===== config.mk =====
export PLATFORM = sky130hd
export DESIGN_NAME = opb_slave_regbank
export DESIGN_NICKNAME = d
export VERILOG_FILES = /design/src/rtl/opb_slave_regbank.sv
export SDC_FILE = /design/constraint.sdc
export NUM_CORES = 1
export LEC_CHECK = 0
export BUFFER_PORTS_ARGS = -buffer_cell sky130_fd_sc_hd__buf_2
export CAP_MARGIN = 25
export CORE_MARGIN = 2
export CORE_UTILIZATION = 53
export CTS_CLUSTER_SIZE = 14
export DETAILED_ROUTE_END_ITERATION = 8
export PLACE_DENSITY_LB_ADDON = 0.15
export SLEW_MARGIN = 10
export SYNTH_ARGS = -nofsm -noshare
export SYNTH_HDL_FRONTEND = slang
export SYNTH_SLANG_ARGS = --single-unit

===== constraint.sdc =====
create_clock -name OPB_Clk -period 3.3 [get_ports OPB_Clk]
set_clock_uncertainty 0.2 [all_clocks]
set_input_delay 0.495 -clock OPB_Clk [delete_from_list [all_inputs] [get_ports OPB_Clk]]
set_output_delay 0.495 -clock OPB_Clk [all_outputs]
set_load 0.005 [all_outputs]

===== src/rtl/opb_slave_regbank.sv =====
// -----------------------------------------------------------------------------
// opb_slave_regbank
//
// OPB slave register bank. It responds to single OPB transfers that fall
// inside the [C_BASEADDR, C_HIGHADDR] window. It holds NUM_REGS 32-bit
// read/write registers with byte-enable writes. Each transfer is acknowledged
// after WAIT_STATES wait cycles. Register contents and per-register write
// strobes are exported to fabric logic.
//
// OPB bit numbering is big-endian: bit 0 is the MSB, and BE[k] qualifies
// byte k, which is DBus[8k : 8k+7].
//
// Ports
//   OPB_Clk      in   bus clock, every flop is on its rising edge
//   OPB_Rst      in   synchronous active-high reset
//   OPB_ABus     in   [0:31] transfer address
//   OPB_BE       in   [0:3]  byte enables
//   OPB_DBus     in   [0:31] write data
//   OPB_RNW      in   1 = read, 0 = write
//   OPB_select   in   master transfer valid
//   OPB_seqAddr  in   ignored; every transfer is treated as single
//   Sl_DBus      out  [0:31] read data, zero unless acking a read (OR-bus)
//   Sl_xferAck   out  one-cycle transfer acknowledge
//   Sl_errAck    out  one-cycle error acknowledge (in window, no register)
//   Sl_retry     out  tied low
//   Sl_toutSup   out  timeout suppress, high during wait cycles
//   user_regs    out  [0:32*NUM_REGS-1] register i at bits [32i : 32i+31]
//   reg_wr       out  [0:NUM_REGS-1] one-cycle pulse after register i written
// -----------------------------------------------------------------------------
module opb_slave_regbank #(
  parameter logic [31:0] C_BASEADDR  = 32'h0001_0000,
  parameter logic [31:0] C_HIGHADDR  = 32'h0001_00FF,
  parameter int unsigned NUM_REGS    = 8,
  parameter int unsigned WAIT_STATES = 1
) (
  input  logic                    OPB_Clk,
  input  logic                    OPB_Rst,
  input  logic [0:31]             OPB_ABus,
  input  logic [0:3]              OPB_BE,
  input  logic [0:31]             OPB_DBus,
  input  logic                    OPB_RNW,
  input  logic                    OPB_select,
  input  logic                    OPB_seqAddr,
  output logic [0:31]             Sl_DBus,
  output logic                    Sl_xferAck,
  output logic                    Sl_errAck,
  output logic                    Sl_retry,
  output logic                    Sl_toutSup,
  output logic [0:32*NUM_REGS-1]  user_regs,
  output logic [0:NUM_REGS-1]     reg_wr
);

  localparam int unsigned IDX_W = (NUM_REGS > 1) ? $clog2(NUM_REGS) : 1;

  typedef enum logic [1:0] {ST_IDLE, ST_WAIT, ST_ACK} state_t;

  state_t            state_q, state_d;
  logic [3:0]        wcnt_q, wcnt_d;
  logic [IDX_W-1:0]  idx_q, idx_d;
  logic              rnw_q, rnw_d;
  logic              valid_q, valid_d;
  logic [0:3]        be_q, be_d;
  logic              holdoff_q, holdoff_d;

  logic [0:31]          dbus_q, dbus_d;
  logic                 xfer_ack_q, xfer_ack_d;
  logic                 err_ack_q, err_ack_d;
  logic                 tout_sup_q, tout_sup_d;
  logic [0:NUM_REGS-1]  reg_wr_q, reg_wr_d;

  logic [0:31] reg_word [NUM_REGS];
  logic [0:31] rd_word;

  // ---------------------------------------------------------------------------
  // Address decode. The offset is taken on the full 32 bits, so an address
  // far into the window cannot alias back onto a low register.
  // ---------------------------------------------------------------------------
  logic [31:0] offset;
  logic [29:0] idx_full;
  logic        in_window;
  logic        hit;
  logic        idx_ok;

  assign in_window = (OPB_ABus >= C_BASEADDR) && (OPB_ABus <= C_HIGHADDR);
  assign hit       = OPB_select && in_window;
  assign offset    = OPB_ABus - C_BASEADDR;
  assign idx_full  = offset[31:2];
  assign idx_ok    = idx_full < 30'(NUM_REGS);

  logic unused_bits;
  assign unused_bits = ^{OPB_seqAddr, offset[1:0]};

  // The write lands on the edge that ends the ACK cycle, using the data the
  // master is still driving during ACK.
  logic commit;
  assign commit = (state_q == ST_ACK) && valid_q && !rnw_q;

  // ---------------------------------------------------------------------------
  // Next-state logic
  // ---------------------------------------------------------------------------
  always_comb begin
    state_d = state_q;
    wcnt_d  = wcnt_q;
    idx_d   = idx_q;
    rnw_d   = rnw_q;
    valid_d = valid_q;
    be_d    = be_q;
    unique case (state_q)
      ST_IDLE: begin
        // Select is ignored for one cycle after ACK. The master releases it
        // on the ack edge, so a still-high select there is stale.
        if (hit && !holdoff_q) begin
          idx_d   = idx_full[IDX_W-1:0];
          rnw_d   = OPB_RNW;
          valid_d = idx_ok;
          be_d    = OPB_BE;
          wcnt_d  = 4'(WAIT_STATES);
          state_d = (WAIT_STATES > 0) ? ST_WAIT : ST_ACK;
        end
      end
      ST_WAIT: begin
        if (!OPB_select) begin
          state_d = ST_IDLE;
        end else if (wcnt_q == 4'd1) begin
          state_d = ST_ACK;
        end else begin
          wcnt_d = wcnt_q - 4'd1;
        end
      end
      ST_ACK:  state_d = ST_IDLE;
      default: state_d = ST_IDLE;
    endcase
  end

  // Read mux, indexed by the index that will be current in the ACK cycle.
  always_comb begin
    rd_word = '0;
    for (int i = 0; i < NUM_REGS; i++) begin
      if (idx_d == IDX_W'(i)) rd_word = reg_word[i];
    end
  end

  // Outputs are registered from the next state, so each one is valid during
  // the cycle its state occupies.
  always_comb begin
    xfer_ack_d = (state_d == ST_ACK) && valid_d;
    err_ack_d  = (state_d == ST_ACK) && !valid_d;
    tout_sup_d = (state_d == ST_WAIT);
    dbus_d     = ((state_d == ST_ACK) && valid_d && rnw_d) ? rd_word : '0;
    holdoff_d  = (state_q == ST_ACK);
  end

  always_ff @(posedge OPB_Clk) begin
    if (OPB_Rst) begin
      state_q    <= ST_IDLE;
      wcnt_q     <= '0;
      idx_q      <= '0;
      rnw_q      <= 1'b0;
      valid_q    <= 1'b0;
      be_q       <= '0;
      holdoff_q  <= 1'b0;
      dbus_q     <= '0;
      xfer_ack_q <= 1'b0;
      err_ack_q  <= 1'b0;
      tout_sup_q <= 1'b0;
      reg_wr_q   <= '0;
    end else begin
      state_q    <= state_d;
      wcnt_q     <= wcnt_d;
      idx_q      <= idx_d;
      rnw_q      <= rnw_d;
      valid_q    <= valid_d;
      be_q       <= be_d;
      holdoff_q  <= holdoff_d;
      dbus_q     <= dbus_d;
      xfer_ack_q <= xfer_ack_d;
      err_ack_q  <= err_ack_d;
      tout_sup_q <= tout_sup_d;
      reg_wr_q   <= reg_wr_d;
    end
  end

  // ---------------------------------------------------------------------------
  // Register file: one word per generate iteration with byte-lane writes
  // ---------------------------------------------------------------------------
  genvar gi;
  generate
    for (gi = 0; gi < NUM_REGS; gi++) begin : g_reg
      logic [0:31] word_q, word_d;
      logic        sel_wr;

      assign sel_wr = commit && (idx_q == IDX_W'(gi));

      always_comb begin
        word_d = word_q;
        if (sel_wr) begin
          for (int k = 0; k < 4; k++) begin
            if (be_q[k]) word_d[8*k +: 8] = OPB_DBus[8*k +: 8];
          end
        end
      end

      always_ff @(posedge OPB_Clk) begin
        if (OPB_Rst) word_q <= '0;
        else         word_q <= word_d;
      end

      // The strobe fires even with all byte enables low.
      assign reg_wr_d[gi]              = sel_wr;
      assign reg_word[gi]              = word_q;
      assign user_regs[32*gi +: 32]    = word_q;
    end
  endgenerate

  assign Sl_DBus    = dbus_q;
  assign Sl_xferAck = xfer_ack_q;
  assign Sl_errAck  = err_ack_q;
  assign Sl_retry   = 1'b0;
  assign Sl_toutSup = tout_sup_q;
  assign reg_wr     = reg_wr_q;

endmodule


==> metrics.md, run 1 <==
| Metric | Value |
|---|---|
| Layout Nets | 2077 |
| Largest family of logic cells by synthesized area | simple AND/OR/NAND/NOR gates |
| Bufs and invs on worst path | 2 |
| Area Growth Syn to Fin | 24.9% |
| Power per cell area | 461 mW/mm2 |
| TNS Setup | 0 ns |
| Crit share post-route | 0.855 |
| Post-synthesis xor/xnor area fraction | 0.00193 |
| Vias in the first global route | 13622 |
| Share of post-route cells with drive strength above 1 | 0.268 |
| Die ar. | 0.0270 mm2 |
| Routability congestion estimate | 0.923 |
| Cts hold-fix bufs | 0 |
| #FFs+latches synth | 315 |
| Initial antenna violation count | 4 |
| Clock Tree Root | clkbuf_16 |
| Syn Area/Cell | 8.02 um2 |
| Slowest stage delay, CP | 0.46 ns |
| Total CTS buffers | 35 |
| Slew Limit Fails | 0 |
| Sw Ratio | 0.215 |
| Pleak | 6.73 nW |
| Yosys top cell area share | 0.462 |
| RSZ-0062 raised after global routing | no |
| Hold Worst Slack | 0.0177 ns |
| DIE WIDTH | 164 um |
| Ranking of synthesized cells by area | dfxtp_1 (46%), a21oi_1 (11%), nand3_1 (9.6%) |
| IO Port Bufs | 368 |
| Final core utilization | 0.675 |
| Synthesis Warnings | 0 |
| # DRC | 0 |
| Hold Vio Cnt, Final | 0 |
| Crit path cell chain | nor4_2 > and4_4 > nand2_4 > buf_4 > mux2_4 > buf_12 > o221ai_2 > a21oi_1 > o21a_1 |
| Type of origin of the critical path | flop |
| Slowest cell on crit path | mux2_4 |
| Latest clock arrival within the worst-skew pair | 0.51 ns |
| CTS H-Tree Depth | 2 |
| Int Power | 6.17 mW |
| Synth Area in Simple Gates | 0.237 |
| DP HPWL | 34000 um |
| Combinational share of power | 0.024 |
| Area occupied by multi-input gates | 0.00667 mm2 |
| Final setup vio count | 0 |
| Cell family with most CP delay | simple AND/OR/NAND/NOR gates |
| Post-CTS setup buffers | 0 |
| Area leader, netlist | dfxtp_1 |
| GRT overflow | 0 |
| IR drop worst, VDD | 0.380 mV |
| Netlist cell types | 72 |
| Antenna-violating nets left | 0 |
| CP Max Fanout | 24 |
| Detail-routed via count per cell | 6.26 |
| Reg clk slew, reported paths | 0.06 ns |
| Worst slew margin | 0.390 |
| TritonCTS clock tree | yes |
| Min cycle time layout | 2.82 ns |
| Pre-Repair DR Iteration Count | 6 |
| P_sw | 1.69 mW |
| Longest Clk Path Bufs | 3 |
| Initial DRC Count | 1856 |
| Worst EP required | 3.50 ns |
| Synth Cell Area | 0.0136 mm2 |
| Via Count | 14751 |
| Core area | 0.0253 mm2 |
| CTS Sinks | 315 |
| Initial core utilization | 0.540 |
| Worst reg-to-reg setup slack | 0.48 ns |
| Async S/R FF share, synth | 0 |
| Largest net degree at the start of global routing | 146 |
| Clock share of power | 0.493 |
| I/O pin count | 373 |
| Max Freq | 354 MHz |
| CP Capture Type | flop |
| DRT Wirelength | 51700 um |
| Data arrival, critical path | 3.02 ns |
| Synth Area in Adders | 0.00183 |
| Gate Count Post-Synth | 1700 |
| Post-synthesis compound-gate area fraction | 0.229 |
| Register area | 0.00631 mm2 |
| Least-Margin Pin Slew | 0.915 ns |
| EDFF count, synth | 0 |
| Status | finished, final reports clean |
| Post-synth top flop | dfxtp_1 |
| Total of max-cap violations | 0 |
| Vert. Die Dim | 164 um |
| FP Rows | 58 |
| HP Class | input port to flop |
| FILL cells | 2163 |
| Wire length per cell | 21.9 um |
| CTS resizes | 0 |
| Syn nets | 1775 |
| Sequential area share after synthesis | 0.462 |
| First-pass GRT wire length | 76800 um |
| Crit Path Category | flop to flop |
| Post-synthesis mux area share | 0.0113 |
| Reg power frac | 0.484 |
| Total GRT Usage | 0.367 |
## state kept, by name, indices dropped and copies added (netlist names)
| register | flops |
|---|---|
| state_q | 2 |
| idx_q | 3 |
| holdoff_q | 1 |
| Sl_DBus | 32 |
| Sl_errAck | 1 |
| valid_q | 1 |
| Sl_toutSup | 1 |
| reg_wr | 8 |
| g.word_q | 256 |
| be_q | 4 |
| Sl_xferAck | 1 |
| rnw_q | 1 |
| wcnt_q | 4 |
## area by class of cell
class	instances	area share
multi-input combinational	1211	0.391
sequential	315	0.370
timing repair buffer	433	0.146
clock buffer	54	0.0634
tap	330	0.0242
clock inverter	4	0.00301
inverter	6	0.00132
antenna	4	0.000587
## worst paths after layout
check                                    from                               end  cells past startpoint
max reg2reg             state_q[0]$_SDFF_PP0_            Sl_DBus[16]$_SDFF_PP0_                      9
min reg2reg  g_reg[0].word_q[11]$_SDFFE_PP0P_  g_reg[0].word_q[11]$_SDFFE_PP0P_                      2
min                                 OPB_BE[2]              be_q[2]$_SDFFE_PP0P_                      3
max                     state_q[0]$_SDFF_PP0_            Sl_DBus[16]$_SDFF_PP0_                      9
## cell families after synthesis
kind of cell / count (synthesis)
buffers and inverters: 174
other: 1
xor gates and xnor gates: 3
AOI/OAI and AO/OA: 494
and+or+nand+nor: 698
muxes: 13
DFF: 315
adders and majority gates: 2
## per-layer routing
| layer | share of wire | global-route usage | vias to the layer above |
|---|---|---|---|
| met1 | 0.38 | 0.470 | 6899 |
| met4 | 0.049 | 0.183 | 2 |
| li1 | - | - | 6660 |
| met2 | 0.46 | 0.593 | 1009 |
| met3 | 0.11 | 0.0701 | 181 |
| met5 | 0.00014 | 0 | - |
## cell usage in the layout, fill, tap and decap left out, types with 19 or more instances in the layout
cell       synthesis  routed
buf_2             23     367
nor2_1            34      28
o21ai_0           19      19
nand3_1          262     262
o221ai_1          21      21
clkbuf_16          0      37
buf_4             10      54
a21oi_1          307     307
nand2_1          336     336
dfxtp_1          315     311
## synthesized netlist by cell type, drive strengths merged, types with 8 or more instances
master / instances
a221o: 11
a21oi: 311
a22o: 9
a31oi: 9
o221ai: 34
nor2: 36
nor4: 8
mux2: 10
nor3: 15
nor2b: 10
a22oi: 18
o21ai: 30
a211oi: 10
nand2b: 8
a221oi: 16
buf: 69
nand3: 262
dfxtp: 315
clkbuf: 99
nand2: 337
o21a: 18
## per-stage QoR
stage	setup WS [ns]	cell area (um2)	std cells	total power, mW
global route	0.327	17000	2354	8.03
global placement	0.134	15900	2294	4.06
detailed placement	0.239	15900	2295	4.07
floorplan	0.846	13600	1700	3.99
finish	0.479	17000	2357	7.86
CTS	0.495	17000	2353	7.86
## power groups by stage
stage,clock network (mW),registers [mW],logic [mW]
2_1_floorplan,0,3.89,0.101
3_3_place_gp,0,3.89,0.177
3_5_place_dp,0,3.89,0.179
4_1_cts,3.88,3.80,0.179
5_1_grt,4.03,3.80,0.194
6_report,3.87,3.80,0.185
## worst min-delay path, cell delays in order
cell,delay [ns]
buf_2,0.10
nand2_1,0.04
a21oi_1,0.05
Note: power is estimated with default switching activity, not from simulation.
==> run 2: changes to the inputs <==
--- a/config.mk
+++ b/config.mk
@@ -6,11 +6,12 @@
 export NUM_CORES = 1
 export LEC_CHECK = 0
 export BUFFER_PORTS_ARGS = -buffer_cell sky130_fd_sc_hd__buf_2
-export CAP_MARGIN = 25
+export CAP_MARGIN = 20
 export CORE_MARGIN = 2
 export CORE_UTILIZATION = 53
 export CTS_CLUSTER_SIZE = 14
 export DETAILED_ROUTE_END_ITERATION = 8
+export GPL_TIMING_DRIVEN = 0
 export PLACE_DENSITY_LB_ADDON = 0.15
 export SLEW_MARGIN = 10
 export SYNTH_ARGS = -nofsm -noshare
==> metrics.md, run 2 (same netlist as run 1, synthesis figures left out) <==
| Metric | Value |
|---|---|
| DP HPWL | 43500 um (+28%) |
| IO Port Bufs | 335 (-9.0%) |
| Detail-routed via count per cell | 6.62 (+5.8%) |
| Vias in the first global route | 14692 (+7.9%) |
| Vert. Die Dim | 164 um (unchanged) |
| Via Count | 16104 (+9.2%) |
| CP Capture Type | flop |
| Pleak | 6.62 nW (-1.6%) |
| Setup slack after layout | -0.146 ns (-0.624 ns) |
| CTS H-Tree Depth | 2 (unchanged) |
| Status | finished, violations left |
| DRT Wirelength | 63500 um (+23%) |
| Slowest stage delay, CP | 0.88 ns (+0.42 ns) |
| Crit share post-route | 1.04 (+0.189) |
| Antenna-violating nets left | 0 (unchanged) |
| FP Rows | 58 (unchanged) |
| CP Max Fanout | 10 (-58%) |
| Core area | 0.0253 mm2 (unchanged) |
| Hold Vio Cnt, Final | 0 (unchanged) |
| Layout Nets | 2151 (+3.6%) |
| Total of max-cap violations | 0 (unchanged) |
| Cell family with most CP delay | simple AND/OR/NAND/NOR gates |
| Dpl cells | 2367 (+3.1%) |
| Finished Layout Cells | 2433 (+3.2%) |
| Least-Margin Pin Slew | 1.20 ns (+0.287 ns) |
| I/O pin count | 373 (unchanged) |
| Area Growth Syn to Fin | 24.6% |
| Leading cell type in the layout, fill and taps excluded | buf_2 |
| Slowest cell on crit path | nor2_1 |
| Final instance area | 0.0170 mm2 (-0.30%) |
| Routability congestion estimate | 0.984 (+6.6%) |
| Type of origin of the critical path | flop |
| Total GRT Usage | 0.450 (+0.0832) |
| Data arrival, critical path | 3.69 ns (+0.67 ns) |
| # DRC | 0 (unchanged) |
| Final core utilization | 0.673 (-0.00203) |
| Max Freq | 290 MHz (-18%) |
| Initial core utilization | 0.540 (unchanged) |
| Crit Path Category | flop to flop |
| Failing checks | negative setup slack |
| Initial DRC Count | 2486 (+34%) |
| GRT overflow | 0 (unchanged) |
| DIE WIDTH | 164 um (unchanged) |
| Final setup vio count | 48 (+48) |
| Bufs and invs on worst path | 1 (-1) |
| First-pass GRT wire length | 89900 um (+17%) |
| Placed Area | 0.0157 mm2 (-0.99%) |
| Worst slew margin | 0.176 (-0.214) |
| Min cycle time layout | 3.45 ns (+0.624 ns) |
| Initial antenna violation count | 1 (-3) |
| RSZ-0062 raised after global routing | yes |
| Largest register FFs | 256 (unchanged) |
| Pre-Repair DR Iteration Count | 8 (+2) |
| Die ar. | 0.0270 mm2 (unchanged) |
| Clock Tree Root | clkbuf_16 |
| Reg clk slew, reported paths | 0.06 ns (about the same) |
| CTS Sinks | 315 (unchanged) |
| Total CTS buffers | 36 (+2.9%) |
| TritonCTS clock tree | yes |
| Largest net degree at the start of global routing | 14 (-90%) |
| Most frequent cells in the layout | buf_2 (359), nand2_1 (336), dfxtp_1 (315) |
| Wire length per cell | 26.1 um (+19%) |
| Power per cell area | 483 mW/mm2 (+4.8%) |
| Share of post-route cells with drive strength above 1 | 0.230 (-0.0381) |
| Slew Limit Fails | 0 (unchanged) |
| IR drop worst, VDD | 0.345 mV (-9.2%) |
| Worst EP required | 3.54 ns (+0.04 ns) |
| Latest clock arrival within the worst-skew pair | 0.53 ns (+0.02 ns) |
| Crit path cell chain | nor4bb_1 > nand2_1 > nor2_1 > clkbuf_1 > nand3_1 > a21oi_1 |
| Longest Clk Path Bufs | 3 (unchanged) |
| Most flop-heavy register | g.word_q |
| HP Class | input port to flop |
## run 2: cell count changes in the layout (fill, tap and decap cells not counted), sizes merged
cell,delta
buf,-26
bufinv,+2
clkbuf,+97
clkinv,+4
clkinvlp,+1
diode,-3
dlygate4sd3,+1
## run 2: through the flow
stage	TNS [ns]	hold WS [ns]	total power, mW	setup WS (ns)
detailed placement	-0.360	0.260	4.09	-0.0961
CTS	0	0.0265	8.14	0.0852
global placement	-0.0367	0.254	4.09	-0.0186
finish	-2.50	0.0324	8.21	-0.146
floorplan	0	0.259	3.99	0.846
global route	-7.81	0.0612	8.32	-0.195
## run 2: worst paths after layout
kind / start / to / slack [ns] / cells after the start
setup / recovery: state_q[1]$_SDFF_PP0_ / g_reg[7].word_q[23]$_SDFFE_PP0P_ / -0.15 / 6
hold / removal: OPB_BE[3] / be_q[3]$_SDFFE_PP0P_ / 0.03 / 3
setup reg to reg: state_q[1]$_SDFF_PP0_ / g_reg[7].word_q[23]$_SDFFE_PP0P_ / -0.15 / 6
hold reg to reg: g_reg[2].word_q[10]$_SDFFE_PP0P_ / g_reg[2].word_q[10]$_SDFFE_PP0P_ / 0.27 / 2
## run 2: where the power goes
| group | switching (mW) | internal, mW |
|---|---|---|
| Clock | 1.67 | 2.52 |
| Sequential | 0.00000000631 | 3.80 |
| Combinational | 0.173 | 0.0438 |
| Total | 1.85 | 6.36 |
## run 2: timing repair
item                                    CTS  global route
endpoints found under the setup margin    0           155
hold buffers                              1             0
hold endpoints to repair                  1             0
setup buffers                             0             0
resized for setup                         0             3
## run 2: metal layers
| layer | track usage | part of all wire | up-vias |
|---|---|---|---|
| met5 | 0 | 0 | - |
| met4 | 0.287 | 0.073 | 0 |
| met3 | 0.137 | 0.16 | 360 |
| met2 | 0.677 | 0.43 | 1484 |
| met1 | 0.561 | 0.34 | 7447 |
| li1 | - | - | 6813 |
## run 2: final cells by class
type | instances | area (um2)
multi-input cells | 1211 | 6580
diodes | 1 | 2.50
plain buffers | 168 | 742
clock buffers | 53 | 1090
fillers | 2218 | 8270
inverters | 6 | 22.5
clock inverters | 11 | 141
repair buffers | 338 | 1700
flip-flops and latches | 315 | 6310
well taps | 330 | 413
## run 2: tightest hold or removal path: stages
cell     delay, ns
buf_2         0.10
nand2_1       0.06
a21oi_1       0.05
